### src/rtl/multicycle_ctrl_pkg.sv
// Shared definitions for the multicycle controller: state codes, opcodes,
// ALU control encodings and the control-word bundle.
package mc_ctrl_pkg;

  typedef enum logic [3:0] {
    ST_FETCH    = 4'd0,
    ST_DECODE   = 4'd1,
    ST_MEM_ADDR = 4'd2,
    ST_MEM_RD   = 4'd3,
    ST_MEM_WB   = 4'd4,
    ST_MEM_WR   = 4'd5,
    ST_EXEC     = 4'd6,
    ST_R_WB     = 4'd7,
    ST_BRANCH   = 4'd8,
    ST_JUMP     = 4'd9
  } state_t;

  localparam logic [5:0] OP_R   = 6'b000000;
  localparam logic [5:0] OP_LW  = 6'b100011;
  localparam logic [5:0] OP_SW  = 6'b101011;
  localparam logic [5:0] OP_BEQ = 6'b000100;
  localparam logic [5:0] OP_J   = 6'b000010;

  // 2'b11 is not used by ALU control
  typedef enum logic [1:0] {
    ALU_ADD   = 2'b00,
    ALU_SUB   = 2'b01,
    ALU_FUNCT = 2'b10
  } alu_op_t;

  typedef enum logic [1:0] {
    SRCB_B       = 2'b00,
    SRCB_FOUR    = 2'b01,
    SRCB_IMM     = 2'b10,
    SRCB_IMM_SL2 = 2'b11
  } alu_src_b_t;

  typedef enum logic [1:0] {
    PCSRC_ALU    = 2'b00,
    PCSRC_ALUOUT = 2'b01,
    PCSRC_JUMP   = 2'b10
  } pc_source_t;

  typedef struct packed {
    logic       pc_write;
    logic       pc_write_cond;
    logic       i_or_d;
    logic       mem_read;
    logic       mem_write;
    logic       ir_write;
    logic       mem_to_reg;
    pc_source_t pc_source;
    alu_op_t    alu_op;
    logic       alu_src_a;
    alu_src_b_t alu_src_b;
    logic       reg_write;
    logic       reg_dst;
  } ctrl_word_t;

  function automatic logic is_legal_op(logic [5:0] op);
    return (op == OP_R) || (op == OP_LW) || (op == OP_SW) ||
           (op == OP_BEQ) || (op == OP_J);
  endfunction

endpackage

### src/rtl/multicycle_ctrl_if.sv
// Controller <-> datapath bundle. master = controller, slave = datapath.
interface multicycle_ctrl_if;
  logic [5:0] opcode;
  logic       mem_ready;
  logic       pc_write;
  logic       pc_write_cond;
  logic       i_or_d;
  logic       mem_read;
  logic       mem_write;
  logic       ir_write;
  logic       mem_to_reg;
  logic [1:0] pc_source;
  logic [1:0] alu_op;
  logic       alu_src_a;
  logic [1:0] alu_src_b;
  logic       reg_write;
  logic       reg_dst;
  logic       illegal_op;
  logic [3:0] state;

  modport master (
    input  opcode, mem_ready,
    output pc_write, pc_write_cond, i_or_d, mem_read, mem_write, ir_write,
           mem_to_reg, pc_source, alu_op, alu_src_a, alu_src_b, reg_write,
           reg_dst, illegal_op, state
  );

  modport slave (
    output opcode, mem_ready,
    input  pc_write, pc_write_cond, i_or_d, mem_read, mem_write, ir_write,
           mem_to_reg, pc_source, alu_op, alu_src_a, alu_src_b, reg_write,
           reg_dst, illegal_op, state
  );
endinterface

### src/rtl/multicycle_ctrl_outdec.sv
// Control-word decode of the current state. Pure Moore, except that the
// IR/PC loads in FETCH wait for the memory to return the instruction.
module mc_ctrl_outdec
  import mc_ctrl_pkg::*;
(
  input  state_t     state,
  input  logic       mem_ready,
  output ctrl_word_t cw
);

  // decode state to control word; unlisted signals and unused codes stay 0
  always_comb begin
    cw = '0;
    case (state)
      ST_FETCH: begin
        cw.mem_read  = 1'b1;
        cw.alu_src_b = SRCB_FOUR;
        cw.ir_write  = mem_ready;
        cw.pc_write  = mem_ready;
      end
      ST_DECODE: begin
        cw.alu_src_b = SRCB_IMM_SL2;
      end
      ST_MEM_ADDR: begin
        cw.alu_src_a = 1'b1;
        cw.alu_src_b = SRCB_IMM;
      end
      ST_MEM_RD: begin
        cw.mem_read = 1'b1;
        cw.i_or_d   = 1'b1;
      end
      ST_MEM_WB: begin
        cw.reg_write  = 1'b1;
        cw.mem_to_reg = 1'b1;
      end
      ST_MEM_WR: begin
        cw.mem_write = 1'b1;
        cw.i_or_d    = 1'b1;
      end
      ST_EXEC: begin
        cw.alu_src_a = 1'b1;
        cw.alu_op    = ALU_FUNCT;
      end
      ST_R_WB: begin
        cw.reg_write = 1'b1;
        cw.reg_dst   = 1'b1;
      end
      ST_BRANCH: begin
        cw.alu_src_a     = 1'b1;
        cw.alu_op        = ALU_SUB;
        cw.pc_write_cond = 1'b1;
        cw.pc_source     = PCSRC_ALUOUT;
      end
      ST_JUMP: begin
        cw.pc_write  = 1'b1;
        cw.pc_source = PCSRC_JUMP;
      end
      default: ;
    endcase
  end

endmodule

### src/rtl/multicycle_ctrl.sv
// Multicycle CPU main controller: state register, next-state logic and the
// registered illegal-opcode flag. Control outputs come from mc_ctrl_outdec.
//
// state     | meaning
// ----------+-----------------------------------------------
// FETCH     | read instruction at PC, PC+4; wait mem_ready
// DECODE    | read regs, branch target into ALUOut
// MEM_ADDR  | effective address A + imm
// MEM_RD    | load data read; wait mem_ready
// MEM_WB    | MDR -> rt
// MEM_WR    | store data write; wait mem_ready
// EXEC      | R-type ALU operation
// R_WB      | ALUOut -> rd
// BRANCH    | compare A-B, conditional PC load
// JUMP      | PC <- jump target
module multicycle_ctrl
  import mc_ctrl_pkg::*;
(
  input logic               clk,
  input logic               rst,
  multicycle_ctrl_if.master bus
);

  state_t     state_q;
  logic       illegal_q;
  ctrl_word_t cw;

  // state sequencing; a reset abandons any stalled memory access
  always_ff @(posedge clk or posedge rst) begin
    if (rst) begin
      state_q   <= ST_FETCH;
      illegal_q <= 1'b0;
    end else begin
      illegal_q <= (state_q == ST_DECODE) && !is_legal_op(bus.opcode);
      case (state_q)
        ST_FETCH:  state_q <= bus.mem_ready ? ST_DECODE : ST_FETCH;
        ST_DECODE: begin
          case (bus.opcode)
            OP_LW, OP_SW: state_q <= ST_MEM_ADDR;
            OP_R:         state_q <= ST_EXEC;
            OP_BEQ:       state_q <= ST_BRANCH;
            OP_J:         state_q <= ST_JUMP;
            default:      state_q <= ST_FETCH;
          endcase
        end
        ST_MEM_ADDR: begin
          if (bus.opcode == OP_LW)      state_q <= ST_MEM_RD;
          else if (bus.opcode == OP_SW) state_q <= ST_MEM_WR;
          else                          state_q <= ST_FETCH;
        end
        ST_MEM_RD: state_q <= bus.mem_ready ? ST_MEM_WB : ST_MEM_RD;
        ST_MEM_WR: state_q <= bus.mem_ready ? ST_FETCH : ST_MEM_WR;
        ST_EXEC:   state_q <= ST_R_WB;
        default:   state_q <= ST_FETCH;
      endcase
    end
  end

  mc_ctrl_outdec u_outdec (
    .state     (state_q),
    .mem_ready (bus.mem_ready),
    .cw        (cw)
  );

  assign bus.pc_write      = cw.pc_write;
  assign bus.pc_write_cond = cw.pc_write_cond;
  assign bus.i_or_d        = cw.i_or_d;
  assign bus.mem_read      = cw.mem_read;
  assign bus.mem_write     = cw.mem_write;
  assign bus.ir_write      = cw.ir_write;
  assign bus.mem_to_reg    = cw.mem_to_reg;
  assign bus.pc_source     = cw.pc_source;
  assign bus.alu_op        = cw.alu_op;
  assign bus.alu_src_a     = cw.alu_src_a;
  assign bus.alu_src_b     = cw.alu_src_b;
  assign bus.reg_write     = cw.reg_write;
  assign bus.reg_dst       = cw.reg_dst;
  assign bus.illegal_op    = illegal_q;
  assign bus.state         = state_q;

endmodule

### src/flat_wrapper.sv
// flat-port wrapper written by rule: the top's interface ports become plain ports
module multicycle_ctrl_flat import mc_ctrl_pkg::*;
  (clk, rst, bus_opcode, bus_mem_ready, bus_pc_write, bus_pc_write_cond, bus_i_or_d, bus_mem_read, bus_mem_write, bus_ir_write, bus_mem_to_reg, bus_pc_source, bus_alu_op, bus_alu_src_a, bus_alu_src_b, bus_reg_write, bus_reg_dst, bus_illegal_op, bus_state);
  multicycle_ctrl_if bus_i ();
  input logic clk;
  input logic rst;
  input wire logic [$bits(bus_i.opcode)-1:0] bus_opcode;
  input wire logic [$bits(bus_i.mem_ready)-1:0] bus_mem_ready;
  output wire logic [$bits(bus_i.pc_write)-1:0] bus_pc_write;
  output wire logic [$bits(bus_i.pc_write_cond)-1:0] bus_pc_write_cond;
  output wire logic [$bits(bus_i.i_or_d)-1:0] bus_i_or_d;
  output wire logic [$bits(bus_i.mem_read)-1:0] bus_mem_read;
  output wire logic [$bits(bus_i.mem_write)-1:0] bus_mem_write;
  output wire logic [$bits(bus_i.ir_write)-1:0] bus_ir_write;
  output wire logic [$bits(bus_i.mem_to_reg)-1:0] bus_mem_to_reg;
  output wire logic [$bits(bus_i.pc_source)-1:0] bus_pc_source;
  output wire logic [$bits(bus_i.alu_op)-1:0] bus_alu_op;
  output wire logic [$bits(bus_i.alu_src_a)-1:0] bus_alu_src_a;
  output wire logic [$bits(bus_i.alu_src_b)-1:0] bus_alu_src_b;
  output wire logic [$bits(bus_i.reg_write)-1:0] bus_reg_write;
  output wire logic [$bits(bus_i.reg_dst)-1:0] bus_reg_dst;
  output wire logic [$bits(bus_i.illegal_op)-1:0] bus_illegal_op;
  output wire logic [$bits(bus_i.state)-1:0] bus_state;
  assign bus_i.opcode = bus_opcode;
  assign bus_i.mem_ready = bus_mem_ready;
  assign bus_pc_write = bus_i.pc_write;
  assign bus_pc_write_cond = bus_i.pc_write_cond;
  assign bus_i_or_d = bus_i.i_or_d;
  assign bus_mem_read = bus_i.mem_read;
  assign bus_mem_write = bus_i.mem_write;
  assign bus_ir_write = bus_i.ir_write;
  assign bus_mem_to_reg = bus_i.mem_to_reg;
  assign bus_pc_source = bus_i.pc_source;
  assign bus_alu_op = bus_i.alu_op;
  assign bus_alu_src_a = bus_i.alu_src_a;
  assign bus_alu_src_b = bus_i.alu_src_b;
  assign bus_reg_write = bus_i.reg_write;
  assign bus_reg_dst = bus_i.reg_dst;
  assign bus_illegal_op = bus_i.illegal_op;
  assign bus_state = bus_i.state;
  multicycle_ctrl u_core (.clk(clk), .rst(rst), .bus(bus_i));
endmodule
### config.mk
export PLATFORM = sky130hd
export DESIGN_NAME = multicycle_ctrl_flat
export DESIGN_NICKNAME = d
export VERILOG_FILES = /design/src/rtl/multicycle_ctrl_pkg.sv /design/src/rtl/multicycle_ctrl_if.sv /design/src/rtl/multicycle_ctrl_outdec.sv /design/src/rtl/multicycle_ctrl.sv /design/src/flat_wrapper.sv
export SDC_FILE = /design/constraint.sdc
export NUM_CORES = 1
export LEC_CHECK = 0
export CAP_MARGIN = 20
export CORE_ASPECT_RATIO = 1.1
export CORE_MARGIN = 2
export CORE_UTILIZATION = 34
export DETAILED_ROUTE_END_ITERATION = 10
export PLACE_DENSITY = 0.73
export SETUP_SLACK_MARGIN = 0.1
export SKIP_CTS_REPAIR_TIMING = 1
export SYNTH_ARGS = -nofsm -noshare
export SYNTH_HDL_FRONTEND = slang
export SYNTH_SLANG_ARGS = --single-unit
### constraint.sdc
create_clock -name clk -period 1.3 [get_ports clk]
set_clock_uncertainty 0.15 [all_clocks]
set_input_delay 0.195 -clock clk [delete_from_list [all_inputs] [get_ports clk]]
set_output_delay 0.195 -clock clk [all_outputs]
set_load 0.1 [all_outputs]
==> impl_metrics.py, run 1 <==
metrics = {
    "logic_synthesis": {
        "ys_dominant_reg_cell": "sky130_fd_sc_hd__dfrtp_1",
        "synthesis.yosys.warnings": 0,
        "synth_edf_count": 0,
        "fraction_of_registers_with_async_set_or_reset_after_synthesis_pct": 100,
        "post_synth_instance_area_um2": 579,
        "syn_inst": 75,
        "seq_area_frac_synth_pct": 21.6,
        "synth_area_per_cell_um2": 7.72,
        "ys_ff_latch": 5,
        "post_synthesis_cell_type_count": 34,
        "synth_nets": 84,
    },
    "clock_network": {
        "htree_levels": 1,
        "clock_sinks": 5,
        "master_cell_of_the_clock_root_buffer": "sky130_fd_sc_hd__clkbuf_4",
        "tritoncts.num_buffers": 3,
        "clk_path_buf_depth": 2,
    },
    "place": {
        "detailedPlacementHpwl_mm": 2.23,
        "place.port_buffers": 29,
        "gpl.final_weighted_congestion": 0.838,
        "postPlaceCellArea_mm2": 0.00145,
    },
    "die": {
        "die_w_um": 43.4,
        "fp-row-count": 15,
        "die_height_um": 47.3,
        "initial_utilization_pct": 36.7,
        "design.portCount": 30,
    },
    "outcome": {
        "run_status": "did not finish",
        "haltStage": "5_1_grt",
        "error_message": "[ERROR DPL-0038] Utilization greater than 100%, impossible to legalize",
    },
    "timing": {
        "postGrtWorstEndpoint": "bus_alu_op[0]",
        "worst-ep-kind": "output port",
    },
    "grt": {
        "grt_max_degree": 14,
    },
}
Yosys cell counts (all sizes together) (2+ instances only):
library cell | n | area [um2]
nor2 | 12 | 55.1
buf | 8 | 56.3
nor3 | 7 | 40.0
nand2 | 6 | 22.5
a21oi | 5 | 25.0
dfrtp | 5 | 125
nand2b | 4 | 27.5
nor3b | 3 | 22.5
xnor2 | 3 | 26.3
mux2i | 2 | 20.0
nor4 | 2 | 12.5
or2 | 2 | 12.5
kinds of logic after synthesis:
group           after synthesis  share of synthesized area (%)
buf+inv                      10                           11.2
flops                         5                           21.6
simple gates                 42                           43.2
xor+xnor                      3                           4.54
compound gates               13                           16.0
mux                           2                           3.46
through the flow:
step,util (%),std cells,setup slack [ps]
after floorplan,-,75,-1270
after global placement,91.7,145,-368
after detailed placement,91.7,145,-446
after CTS,93.3,149,-761
==> inputs of run 2 (changes only) <==
Settings changed: CORE_AREA set to 2 2 63 65, CORE_ASPECT_RATIO 1.1 to not set, CORE_MARGIN 2 to not set, CORE_UTILIZATION 34 to not set, DIE_AREA set to 0 0 65 67, PLACE_DENSITY 0.73 to not set, PLACE_DENSITY_LB_ADDON set to 0.15, SETUP_SLACK_MARGIN 0.1 to not set.
Clock period 1.3 ns to 1.7 ns, I/O delays scaled along.
==> run 2 against run 1 <==
The flow now finishes, with violations (negative setup slack); synthesized area is the same; synthesized cell count is the same.
==> impl_metrics.py, run 2 <==
metrics = {
    "final_layout": {
        "design.final.nets": 135,
        "insertedDiodeCount": 0,
        "largest_register_ff_count": 4,
        "final_design_area_no_fill_mm2": 0.00152,
        "area_growth_syn_to_layout_pct": 163,
        "drive_above_1_share_pct": 64.0,
        "final_cell_count_no_fill": 173,
        "final_cell_mix": "sky130_fd_sc_hd__buf_12, sky130_fd_sc_hd__buf_4, sky130_fd_sc_hd__clkdlybuf4s50_1, sky130_fd_sc_hd__nor2_4, sky130_fd_sc_hd__nand2_1",
    },
    "clock_network": {
        "worst_skew_pair.late_latency_ps": 220,
        "clock_sinks": 5,
        "clk_path_buf_depth": 2,
        "master_cell_of_the_clock_root_buffer": "sky130_fd_sc_hd__clkbuf_8",
        "htree_levels": 1,
        "tritoncts.num_buffers": 3,
        "cts.clk_slew.worst_paths_ps": 30,
        "clock_tree_from_tritoncts": "done",
    },
    "die": {
        "fp-row-count": 22,
        "core_region_area_mm2": 0.00361,
        "design.portCount": 30,
        "die-area_mm2": 0.00436,
        "die_w_um": 65,
        "die_height_um": 67,
        "initial_utilization_pct": 16.1,
    },
    "logic_synthesis": {
        "synthesis.yosys.warnings": 0,
        "yosys.area.top_type_share_pct": 21.6,
        "seq_area_frac_synth_pct": 21.6,
        "post_synthesis_cell_type_count": 34,
        "ys_dominant_reg_cell": "sky130_fd_sc_hd__dfrtp_1",
        "syn_inst": 75,
        "post_synth_instance_area_um2": 579,
        "synth_top_cell_by_area": "sky130_fd_sc_hd__dfrtp_1",
        "synth.area.top_cells": "sky130_fd_sc_hd__dfrtp_1, sky130_fd_sc_hd__nor2_1, sky130_fd_sc_hd__nor3_1",
        "synth_top_cells_by_count": "sky130_fd_sc_hd__nor2_1, sky130_fd_sc_hd__nand2_1, sky130_fd_sc_hd__nor3_1",
        "synth_area_per_cell_um2": 7.72,
        "synth_nets": 84,
        "fraction_of_registers_with_async_set_or_reset_after_synthesis_pct": 100,
        "ys_ff_latch": 5,
        "yosysMostFrequentCell": "sky130_fd_sc_hd__nor2_1",
        "synth_edf_count": 0,
    },
    "grt": {
        "grt_util_met3_pct": 2.20,
        "global_route.usage.met2_pct": 17.8,
        "grt_pass1_vias": 725,
        "grt_max_degree": 15,
        "grt.met1_usage_pct": 10.9,
        "grt_pass1_wl_mm": 3.27,
        "grt_overflow_total": 0,
        "grt_antenna_before_repair": 0,
        "busiest_layer": "met2",
        "gr-usage-all-layers_pct": 9.85,
    },
    "route": {
        "drc_errors": 0,
        "drt-wirelength-per-cell_um": 11.0,
        "vias_per_cell": 4.21,
        "drtPass1Iterations": 4,
        "dr_total_vias": 728,
        "drtIter0Drc": 25,
        "ant_nets": 0,
        "detail_route.wirelength_mm": 1.90,
    },
    "setup_path": {
        "rr_endpoint": "u_core.bus.state[2]",
        "crit_path_max_fanout": 5,
        "rr_startpoint": "u_core.bus.state[1]",
        "worst_ep_arrival_time_ps": 1510,
        "start_kind": "flop",
        "end_kind": "output port",
        "reg2regPathDepth": 5,
        "cp_data_required_time_ps": 1290,
        "r2r_setup_slack_ps": 60,
        "worstSetupPathType": "reg -> out",
    },
    "timing": {
        "worstMarginPinSlew_ps": 397,
        "finalHoldViolCount": 0,
        "layout_min_cycle_time_ps": 1910,
        "slew-limit-headroom_pct": 73.3,
        "timing.fmax_ghz": 0.523,
        "number_of_pins_with_negative_max_slew_slack_in_the_final_report": 0,
        "setup_slack_ps": -212,
        "min_period_over_period_pct": 112,
        "grt_setup_unrepaired": "true",
        "final.setup.tns_ps": -2340,
        "setup-violations-final": 16,
    },
    "place": {
        "gpl.final_weighted_congestion": 0.738,
        "dp.cells": 166,
        "detailedPlacementHpwl_mm": 1.58,
        "placement.setup.worst_slack_ps": -92.0,
        "place.port_buffers": 29,
        "postPlaceCellArea_mm2": 0.00141,
    },
    "worst_hold_path": {
        "min-delay-path-class": "in -> async",
    },
    "power": {
        "total_leakage_power_nw": 0.589,
        "p_per_area_mw_per_mm2": 1880,
        "irDropWorstVdd_mv": 0.584,
    },
    "outcome": {
        "run_status": "finished, violations left",
        "failed_checks": "negative setup slack",
    },
    "flow_run": {
        "maxCapViolCount": 0,
    },
}
[run 2: cell counts after synthesis]
Identical to the previous run, type by type.
[run 2: layout make-up]
cell class / instances / area [um2]
timing repair buffer: 55 / 727
tap: 48 / 60.1
sequential: 5 / 140
multi-input combinational: 60 / 546
fill: 352 / 2080
inverter: 1 / 3.75
clock buffer: 4 / 45.0
[run 2: per-stage QoR]
| step | total power, mW | utilization, % | hold slack (ps) |
|---|---|---|---|
| after floorplan | 1.80 | - | -116 |
| after global placement | 2.57 | 39.2 | 320 |
| after detailed placement | 2.58 | 39.2 | 329 |
| after CTS | 2.81 | 40.5 | 93.1 |
| after global routing | 2.99 | 42.2 | 106 |
| final | 2.87 | 42.2 | 82.9 |
[run 2: report_power, final]
part / switching [mW] / internal, mW
Combinational: 1.42 / 0.955
Sequential: 0.101 / 0.172
Clock: 0.0573 / 0.161
[run 2: kinds of logic (layout without fill, tap and decap cells)]
group | Yosys count | count (layout) | synth area share [%]
compound gates | 13 | 13 | 16.0
xor+xnor | 3 | 3 | 4.54
buf+inv | 10 | 60 | 11.2
flops | 5 | 5 | 21.6
mux | 2 | 2 | 3.46
simple gates | 42 | 42 | 43.2
[run 2: critical path: stages, from the launching register on]
cell	delay (ps)
sky130_fd_sc_hd__dfrtp_4	490
sky130_fd_sc_hd__nor2b_2	170
sky130_fd_sc_hd__and3_2	210
sky130_fd_sc_hd__or2_4	250
sky130_fd_sc_hd__buf_12	160
[run 2: worst max-delay path by stage]
stage / from / endpoint / slack, ps / depth (start not counted)
2_1_floorplan: u_core.bus.state[1] / bus_reg_write / -930 / 4
3_3_place_gp: bus_mem_ready / bus_pc_write / -80 / 5
3_5_place_dp: bus_mem_ready / bus_pc_write / -90 / 5
4_1_cts: u_core.bus.state[2] / bus_ir_write / -300 / 3
5_1_grt: u_core.bus.state[1] / bus_ir_write / -280 / 3
6_report: u_core.bus.state[2] / bus_reg_write / -210 / 4
[run 2: layer usage]
metal | vias to the layer above | wire length [um] | part of all wire, %
met2 | 21 | 1020 | 54
met4 | 0 | 34 | 1.8
met3 | 4 | 80 | 4.2
met1 | 339 | 767 | 40
li1 | 364 | - | -
met5 | - | 0 | 0
Power figures use the tool's default switching activity.
